File: config.mk
export PLATFORM = sky130hd
export DESIGN_NAME = inst_decode_queue
export DESIGN_NICKNAME = d
export VERILOG_FILES = /design/src/rtl/inst_decode_queue_pkg.sv /design/src/rtl/inst_decode_queue_branch_predecode.sv /design/src/rtl/inst_decode_queue.sv
export SDC_FILE = /design/constraint.sdc
export NUM_CORES = 1
export LEC_CHECK = 0
export CORE_MARGIN = 5
export CORE_UTILIZATION = 59
export DETAILED_ROUTE_END_ITERATION = 7
export GPL_TIMING_DRIVEN = 0
export PLACE_DENSITY_LB_ADDON = 0.12
export REMOVE_ABC_BUFFERS = 1
export SETUP_SLACK_MARGIN = 0.02
export SYNTH_ARGS = -nofsm -noshare
export SYNTH_HDL_FRONTEND = slang
export SYNTH_SLANG_ARGS = --single-unit
File: constraint.sdc
create_clock -name clk -period 6.9 [get_ports clk]
set_input_delay 0.69 -clock clk [delete_from_list [all_inputs] [get_ports clk]]
set_output_delay 0.69 -clock clk [all_outputs]
set_load 0.005 [all_outputs]
File: src/rtl/inst_decode_queue_pkg.sv
// Shared definitions for the instruction decode queue.
// - MIPS opcode / funct / rt encodings used for branch pre-decode.
// - entry_t: one queued instruction with its pre-decoded side flags.
package inst_decode_queue_pkg;

  // Primary opcodes (inst[31:26])
  localparam logic [5:0] OpSpecial = 6'b000000;
  localparam logic [5:0] OpRegimm  = 6'b000001;
  localparam logic [5:0] OpJ       = 6'b000010;
  localparam logic [5:0] OpJal     = 6'b000011;
  localparam logic [5:0] OpBeq     = 6'b000100;
  localparam logic [5:0] OpBne     = 6'b000101;
  localparam logic [5:0] OpBlez    = 6'b000110;
  localparam logic [5:0] OpBgtz    = 6'b000111;

  // SPECIAL funct codes (inst[5:0])
  localparam logic [5:0] FunctJr   = 6'b001000;
  localparam logic [5:0] FunctJalr = 6'b001001;

  // REGIMM rt codes (inst[20:16])
  localparam logic [4:0] RtBltz   = 5'b00000;
  localparam logic [4:0] RtBgez   = 5'b00001;
  localparam logic [4:0] RtBltzal = 5'b10000;
  localparam logic [4:0] RtBgezal = 5'b10001;

  typedef struct packed {
    logic [31:0] pc;
    logic [31:0] inst;
    logic        is_branch;
    logic        in_delayslot;
    logic        adel;
  } entry_t;

endpackage

File: src/rtl/inst_decode_queue_branch_predecode.sv
// branch_predecode: purely combinational classification of an instruction word.
// Ports:
//   inst_i      - 32-bit instruction word
//   is_branch_o - 1 when the word is a branch or jump (has a delay slot)
module branch_predecode
  import inst_decode_queue_pkg::*;
(
  input  logic [31:0] inst_i,
  output logic        is_branch_o
);

  logic [5:0] opcode;
  logic [4:0] rt;
  logic [5:0] funct;

  assign opcode = inst_i[31:26];
  assign rt     = inst_i[20:16];
  assign funct  = inst_i[5:0];

  always_comb begin
    is_branch_o = 1'b0;
    case (opcode)
      OpJ, OpJal, OpBeq, OpBne, OpBlez, OpBgtz: is_branch_o = 1'b1;
      OpRegimm:  is_branch_o = rt inside {RtBltz, RtBgez, RtBltzal, RtBgezal};
      OpSpecial: is_branch_o = funct inside {FunctJr, FunctJalr};
      default:   is_branch_o = 1'b0;
    endcase
  end

endmodule

File: src/rtl/inst_decode_queue.sv
// inst_decode_queue: FIFO between fetch and decode with branch / delay-slot /
// address-error pre-decode. No bypass: an entry is visible one cycle after enqueue.
// Ports:
//   clk, rst            - clock, asynchronous active-high reset
//   flush_i             - drop every queued entry (takes priority over enq/deq)
//   in_valid_i/in_ready_o, in_pc_i, in_inst_i  - fetch side handshake and data
//   out_valid_o/out_ready_i, out_pc_o, out_inst_o, out_is_branch_o,
//   out_in_delayslot_o, out_adel_o             - head entry toward decode
//   count_o             - current occupancy
module inst_decode_queue
  import inst_decode_queue_pkg::*;
#(
  parameter int unsigned DEPTH = 8,
  parameter int unsigned CNT_W = $clog2(DEPTH) + 1
) (
  input  logic             clk,
  input  logic             rst,
  input  logic             flush_i,
  input  logic             in_valid_i,
  output logic             in_ready_o,
  input  logic [31:0]      in_pc_i,
  input  logic [31:0]      in_inst_i,
  output logic             out_valid_o,
  input  logic             out_ready_i,
  output logic [31:0]      out_pc_o,
  output logic [31:0]      out_inst_o,
  output logic             out_is_branch_o,
  output logic             out_in_delayslot_o,
  output logic             out_adel_o,
  output logic [CNT_W-1:0] count_o
);

  localparam int unsigned PtrW = $clog2(DEPTH);

  entry_t             mem_q [DEPTH];
  logic [PtrW-1:0]    head_q, head_d;
  logic [PtrW-1:0]    tail_q, tail_d;
  logic [CNT_W-1:0]   count_q, count_d;
  logic               ds_pend_q, ds_pend_d;

  logic               is_branch;
  logic               enq, deq;
  entry_t             wr_entry;
  entry_t             head_entry;

  branch_predecode u_branch_predecode (
    .inst_i      (in_inst_i),
    .is_branch_o (is_branch)
  );

  // rst is folded in so the fetch side sees "not ready" while reset is held.
  assign in_ready_o  = ~rst & ~flush_i & (count_q < CNT_W'(DEPTH));
  assign out_valid_o = (count_q != '0);

  assign enq = in_valid_i & in_ready_o;
  assign deq = out_valid_o & out_ready_i;

  always_comb begin
    wr_entry              = '0;
    wr_entry.pc           = in_pc_i;
    wr_entry.inst         = in_inst_i;
    wr_entry.is_branch    = is_branch;
    wr_entry.in_delayslot = ds_pend_q;
    wr_entry.adel         = (in_pc_i[1:0] != 2'b00);
  end

  always_comb begin
    head_d    = head_q;
    tail_d    = tail_q;
    count_d   = count_q;
    ds_pend_d = ds_pend_q;
    if (flush_i) begin
      head_d    = '0;
      tail_d    = '0;
      count_d   = '0;
      ds_pend_d = 1'b0;
    end else begin
      if (enq) begin
        tail_d    = tail_q + PtrW'(1);
        ds_pend_d = is_branch;
      end
      if (deq) begin
        head_d = head_q + PtrW'(1);
      end
      unique case ({enq, deq})
        2'b10:   count_d = count_q + CNT_W'(1);
        2'b01:   count_d = count_q - CNT_W'(1);
        default: count_d = count_q;
      endcase
    end
  end

  // count_q is the only validity state; clearing it invalidates every entry.
  always_ff @(posedge clk or posedge rst) begin
    if (rst) begin
      head_q    <= '0;
      tail_q    <= '0;
      count_q   <= '0;
      ds_pend_q <= 1'b0;
    end else begin
      head_q    <= head_d;
      tail_q    <= tail_d;
      count_q   <= count_d;
      ds_pend_q <= ds_pend_d;
    end
  end

  // Payload storage is not reset; enq already excludes flush and reset.
  always_ff @(posedge clk) begin
    if (enq) begin
      mem_q[tail_q] <= wr_entry;
    end
  end

  always_comb begin
    head_entry = '0;
    if (out_valid_o) begin
      head_entry = mem_q[head_q];
    end
  end

  assign out_pc_o           = head_entry.pc;
  assign out_inst_o         = head_entry.inst;
  assign out_is_branch_o    = head_entry.is_branch;
  assign out_in_delayslot_o = head_entry.in_delayslot;
  assign out_adel_o         = head_entry.adel;
  assign count_o            = count_q;

endmodule

-- Yosys cells after proc, flatten, opt, wreduce, memory -nomap -nowiden
Memories as Yosys holds them, arrays and structs flattened.
Cells that the tools add are included.
- add/sub/neg operators: 4
- eq/ne operators: 14
- muxes and demuxes: 12
- reductions and logical operators: 10
- bitwise operators: 6
- order comparisons: 1
- operators by type and width (kind ; count):
    67-bit two-way mux ; 1
    6-bit by 3-bit equality test with 1-bit output (second input constant) ; 4
    6-bit by 2-bit equality test with 1-bit output (second input constant) ; 2
    6-bit by 4-bit equality test with 1-bit output (second input constant) ; 2
    3-bit two-way mux ; 4
    5-bit equality test (second input constant) ; 2
    4-bit case mux with 2 select lines ; 1
    2-bit nonzero test ; 4
    4-bit nonzero test ; 2
    3-bit by 1-bit adder with 3-bit output (second input constant) ; 2
    6-bit by 1-bit equality test with 1-bit output (second input constant) ; 1
    6-bit zero test ; 1
    6-bit OR reduction ; 1
    5-bit by 1-bit equality test with 1-bit output (second input constant) ; 1
    5-bit zero test ; 1
    4-bit by 1-bit adder with 4-bit output (second input constant) ; 1
    1-bit AND ; 4
    4-bit < comparator (second input constant) ; 1
    1-bit two-way mux ; 4
    4-bit two-way mux ; 1
    4-bit by 1-bit subtractor with 4-bit output (second input constant) ; 1
    1-bit case mux with 3 select lines ; 1
    3-bit nonzero test ; 1
    2-bit by 1-bit equality test with 1-bit output (second input constant) ; 1
    2 further kinds ; 3
- memory bits (writable): 536
- register bits: 11
- input port bits: 69
- memories kept: 1
- memories (memory ; depth ; bits a word ; read ports ; clocked after memory_dff ; wr ports ; RTL line ; RTL):
    mem_q ; 8 ; 67 ; 1 ; 0 ; 1 ; inst_decode_queue.sv:35 ; entry_t mem_q [DEPTH];

-- Depth between registers and ports, before layout
- depth after elaboration: 7
- mapped depth: 9
- depth with buffers taken out: 8

-- Hierarchy
From an unflattened synthesis, not the netlist that was laid out.
- cell total of the unflattened synthesis: 936
- area, all modules: 21038.9 sq um
- by module, submodules not included (module ; instances ; cells an instance ; area an instance (sq um) ; sequential area each (sq um)):
    inst_decode_queue ; 1 ; 931 ; 20995.1 ; 16370.7
    branch_predecode ; 1 ; 5 ; 43.8 ; 0.0

-- Least setup slack after synthesis
No wires, ideal clock.
- path type: input to register
- start: in flush_i
- end: mem mem_q[2][0] (netlist name) (enable)
- slack: 379 ps
- path buffers: 1
- data arrival time: 5947 ps
- stages: 4
- path through: nor4b_4 -> buf_4 -> nand2_1 -> nor3_1
- word-level cells in the longest chain between the ends: 6
- ends and longest elaborated chain (item ; RTL line ; RTL):
    start: declaration ; inst_decode_queue.sv:18 ; input logic flush_i,
    1-bit inverter ; inst_decode_queue.sv:52 ; assign in_ready_o = ~rst & ~flush_i & (count_q < CNT_W'(DEPTH));
    1-bit AND (2 in a row) ; inst_decode_queue.sv:52 ;
    1-bit AND ; inst_decode_queue.sv:55 ; assign enq = in_valid_i & in_ready_o;
    1-bit two-way mux ; inst_decode_queue.sv:110 ; if (enq) begin
    1-bit two-way mux (implied by the code) ; inst_decode_queue.sv:111 ; mem_q[tail_q] <= wr_entry;
    end: declaration ; inst_decode_queue.sv:35 ;
No other way between the ends.

-- Worst setup path after layout
- start: reg head_q[0]
- end: out out_pc_o[3]
- word-level cells in the longest chain between the ends: 2
- ends and longest elaborated chain (item ; RTL line ; RTL):
    start: declaration ; inst_decode_queue.sv:36 ; logic [PtrW-1:0] head_q, head_d;
    start signal: assignment ; inst_decode_queue.sv:96 ; head_q <= '0;
    start signal: assignment ; inst_decode_queue.sv:101 ; head_q <= head_d;
    memory read 8 x 67 bit ; - ;
    67-bit two-way mux ; inst_decode_queue.sv:117 ; if (out_valid_o) begin
    end: declaration ; inst_decode_queue.sv:25 ; output logic [31:0] out_pc_o,
No other way between the ends.

==> results.yml <==
run_status:
  status: "completed"
worst_setup_path:
  reg2reg_from: "count_o[3]$_DFFE_PP0P_"
  rr_worst_depth: 7
  critPathLaunchType: "flop"
  cp.arrival_ns: 3.44
  reg2reg_to: "mem_q[2][19]$_DFFE_PP_"
  worst-setup-path-type: "reg -> out"
  critPathMaxFanout: 39
  endpoint_kind: "output port"
  crit_required_ns: 6.21
  r2r_setup_slack_ns: 3.33
yosys:
  synthDistinctLibCells: 38
  netlist_top_cells_count: "edfxtp_1 (536), mux4_2 (134), nor2_1 (81)"
  synthArstFlopShare: 0.0201
  synthesis.area_um2: 21000
  yosysTopAreaCellShare: 0.765
  synth.most_common_cell: "edfxtp_1"
  ys_warn_count: 0
  yosysTopAreaCell: "edfxtp_1"
  syn_avg_cell_area_um2: 22.5
  seq_area_frac_synth: 0.778
  ys.flop_type: "edfxtp_1"
  synth-edff-count: 536
  ys_ff_latch: 547
  synth_cells: 936
  synthTopCellsByArea: "edfxtp_1 (76%), mux4_2 (14%), mux2i_1 (3.2%)"
floorplan:
  pin_count: 142
  die_h_um: 199
  rows: 69
  core_area_um2: 35400
  start_util: 0.595
  die_area_um2: 39500
  die_w_um: 199
timing:
  rsz0062_at_grt: "no"
  fmax_mhz: 242
  whs_ns: 0.542
  worst_pin_slew_ns: 0.881
  finalHoldViolCount: 0
  slew_headroom: 0.409
  timing.final.crit_share: 0.598
  final.min_clock_period_ns: 4.13
  fin_setup_tns_ns: 0
  finClkSkew_ns: 0.00839
  drv_slew: 0
  setup_viol: 0
pwr:
  ir_worst_vdd_mv: 0.213
  power_uw: 8580
  p_leak_uw: 0.00778
  power.density_nw_per_um2: 339
global_routing:
  grt_pass1_vias: 10263
  grt_pass1_wl_mm: 62.7
  antenna_found_initial: 0
  track_usage: 0.213
  grt_max_degree: 51
  grt_overflow: 0
drt:
  routed_wl_mm: 41.3
  routed-via-count: 9816
  drt_iter0_markers: 745
  first_pass_iters: 5
  drc_errors: 0
  final_antenna_net_count: 0
  viasPerCell: 6.01
  routedWlPerCell_um: 25.3
clock_tree:
  cts_made_buffers: 53
  root_buffer: "clkbuf_16"
  tritoncts: "done"
  htreeDepth: 2
  ctsHoldBuffers: 0
  clockBufferDepth: 3
  cts_setup_buffers: 0
  clk_pin_slew_ns: 0.06
  cts_resized: 0
  cts_num_sinks: 547
  clock_latency_ns: 0.57
flow_run:
  maxCapViolCount: 0
cells_and_area:
  final_cell_area_um2: 25300
  synthToLayoutAreaGrowth_pct: 20.2
  multi_input_area_um2: 4480
  drive_gt1_frac: 0.233
  nFillCells: 2155
  diodes: 0
  final_nets: 1206
  regArea_um2: 16400
min_path:
  hold_class: "in -> async"
placed_design:
  gp_congestion: 0.746
  place_area_um2: 23700
  portBuffers: 141
  dpl.hpwl_mm: 25.1
[report_power, final]
group	switching (uW)	internal [uW]	total, uW
combinational	913	1230	2140
clock	1150	1480	2630
sequential	111	3690	3810
total	2170	6400	8580
[layout by cell type, fill, tap and decap left out, types with 12 or more instances in the layout]
master           instances
clkinv_1                14
clkbuf_16               55
buf_12                  17
mux2i_1                 67
clkdlybuf4s50_1        141
nor2_1                  75
clkinv_2                12
edfxtp_1               536
buf_6                   21
mux4_2                 134
[sequential cells by signal, indices dropped and copies added, names as in the netlist]
signal / count
count_o: 4
ds_pend_q: 1
mem_q: 536
tail_q: 3
head_q: 3
[cells by family (layout without fill, tap and decap cells)]
| kind of cell | Yosys count | count (layout) | synth area share |
|---|---|---|---|
| AO/OA/AOI/OAI | 13 | 13 | 0.00488 |
| XOR/XNOR | 7 | 7 | 0.00291 |
| adder cells (fa/ha/maj) | 4 | 4 | 0.00238 |
| buffers and inverters | 51 | 288 | 0.0124 |
| flip-flops | 547 | 547 | 0.778 |
| multiplexers | 202 | 202 | 0.176 |
| AND/OR/NAND/NOR | 112 | 112 | 0.0237 |
[area by class of cell]
type	instances	share of cell area
flip-flops and latches	547	0.648
repair buffers	190	0.0891
clock buffers	65	0.0559
clock inverters	30	0.00658
multi-input cells	338	0.177
well taps	461	0.0228
inverters	3	0.000445
[how the worst max path moves through the flow]
stage	start	endpoint	slack [ns]	cells past startpoint
final	head_q[0]$_DFFE_PP0P_	out_pc_o[3]	2.77	6
after global placement	flush_i	mem_q[0][27]$_DFFE_PP_	-5.87	4
after CTS	head_q[0]$_DFFE_PP0P_	out_pc_o[3]	2.63	6
after detailed placement	flush_i	mem_q[2][19]$_DFFE_PP_	2.24	8
after floorplan	head_q[0]$_DFFE_PP0P_	out_adel_o	0.14	3
after global routing	head_q[0]$_DFFE_PP0P_	out_pc_o[3]	2.49	6
[per-layer routing]
metal / vias to the layer above / share of wire / routed length (um) / GRT usage
met5: - / 0 / 0 / 0
li1: 4278 / - / - / -
met1: 5181 / 0.43 / 17900 / 0.328
met4: 0 / 0.014 / 561 / 0.0441
met2: 305 / 0.49 / 20300 / 0.332
met3: 52 / 0.063 / 2590 / 0.0352
[metrics by stage]
stage          utilization  instances  setup slack, ns
3_5_place_dp         0.670       1539             2.24
6_report             0.714       1634             2.77
5_1_grt              0.714       1634             2.49
3_3_place_gp         0.644       1490            -5.87
2_1_floorplan            -        888            0.136
4_1_cts              0.714       1634             2.63
[worst max-delay path: stages, from the launching register on]
cell and delay [ns]:
dfrtp_4 0.91, buf_16 0.36, buf_16 0.30, mux4_2 0.54, mux2i_1 0.17, nor2_1 0.08, clkdlybuf4s50_1 0.44
(Power assumes the default switching activity.)
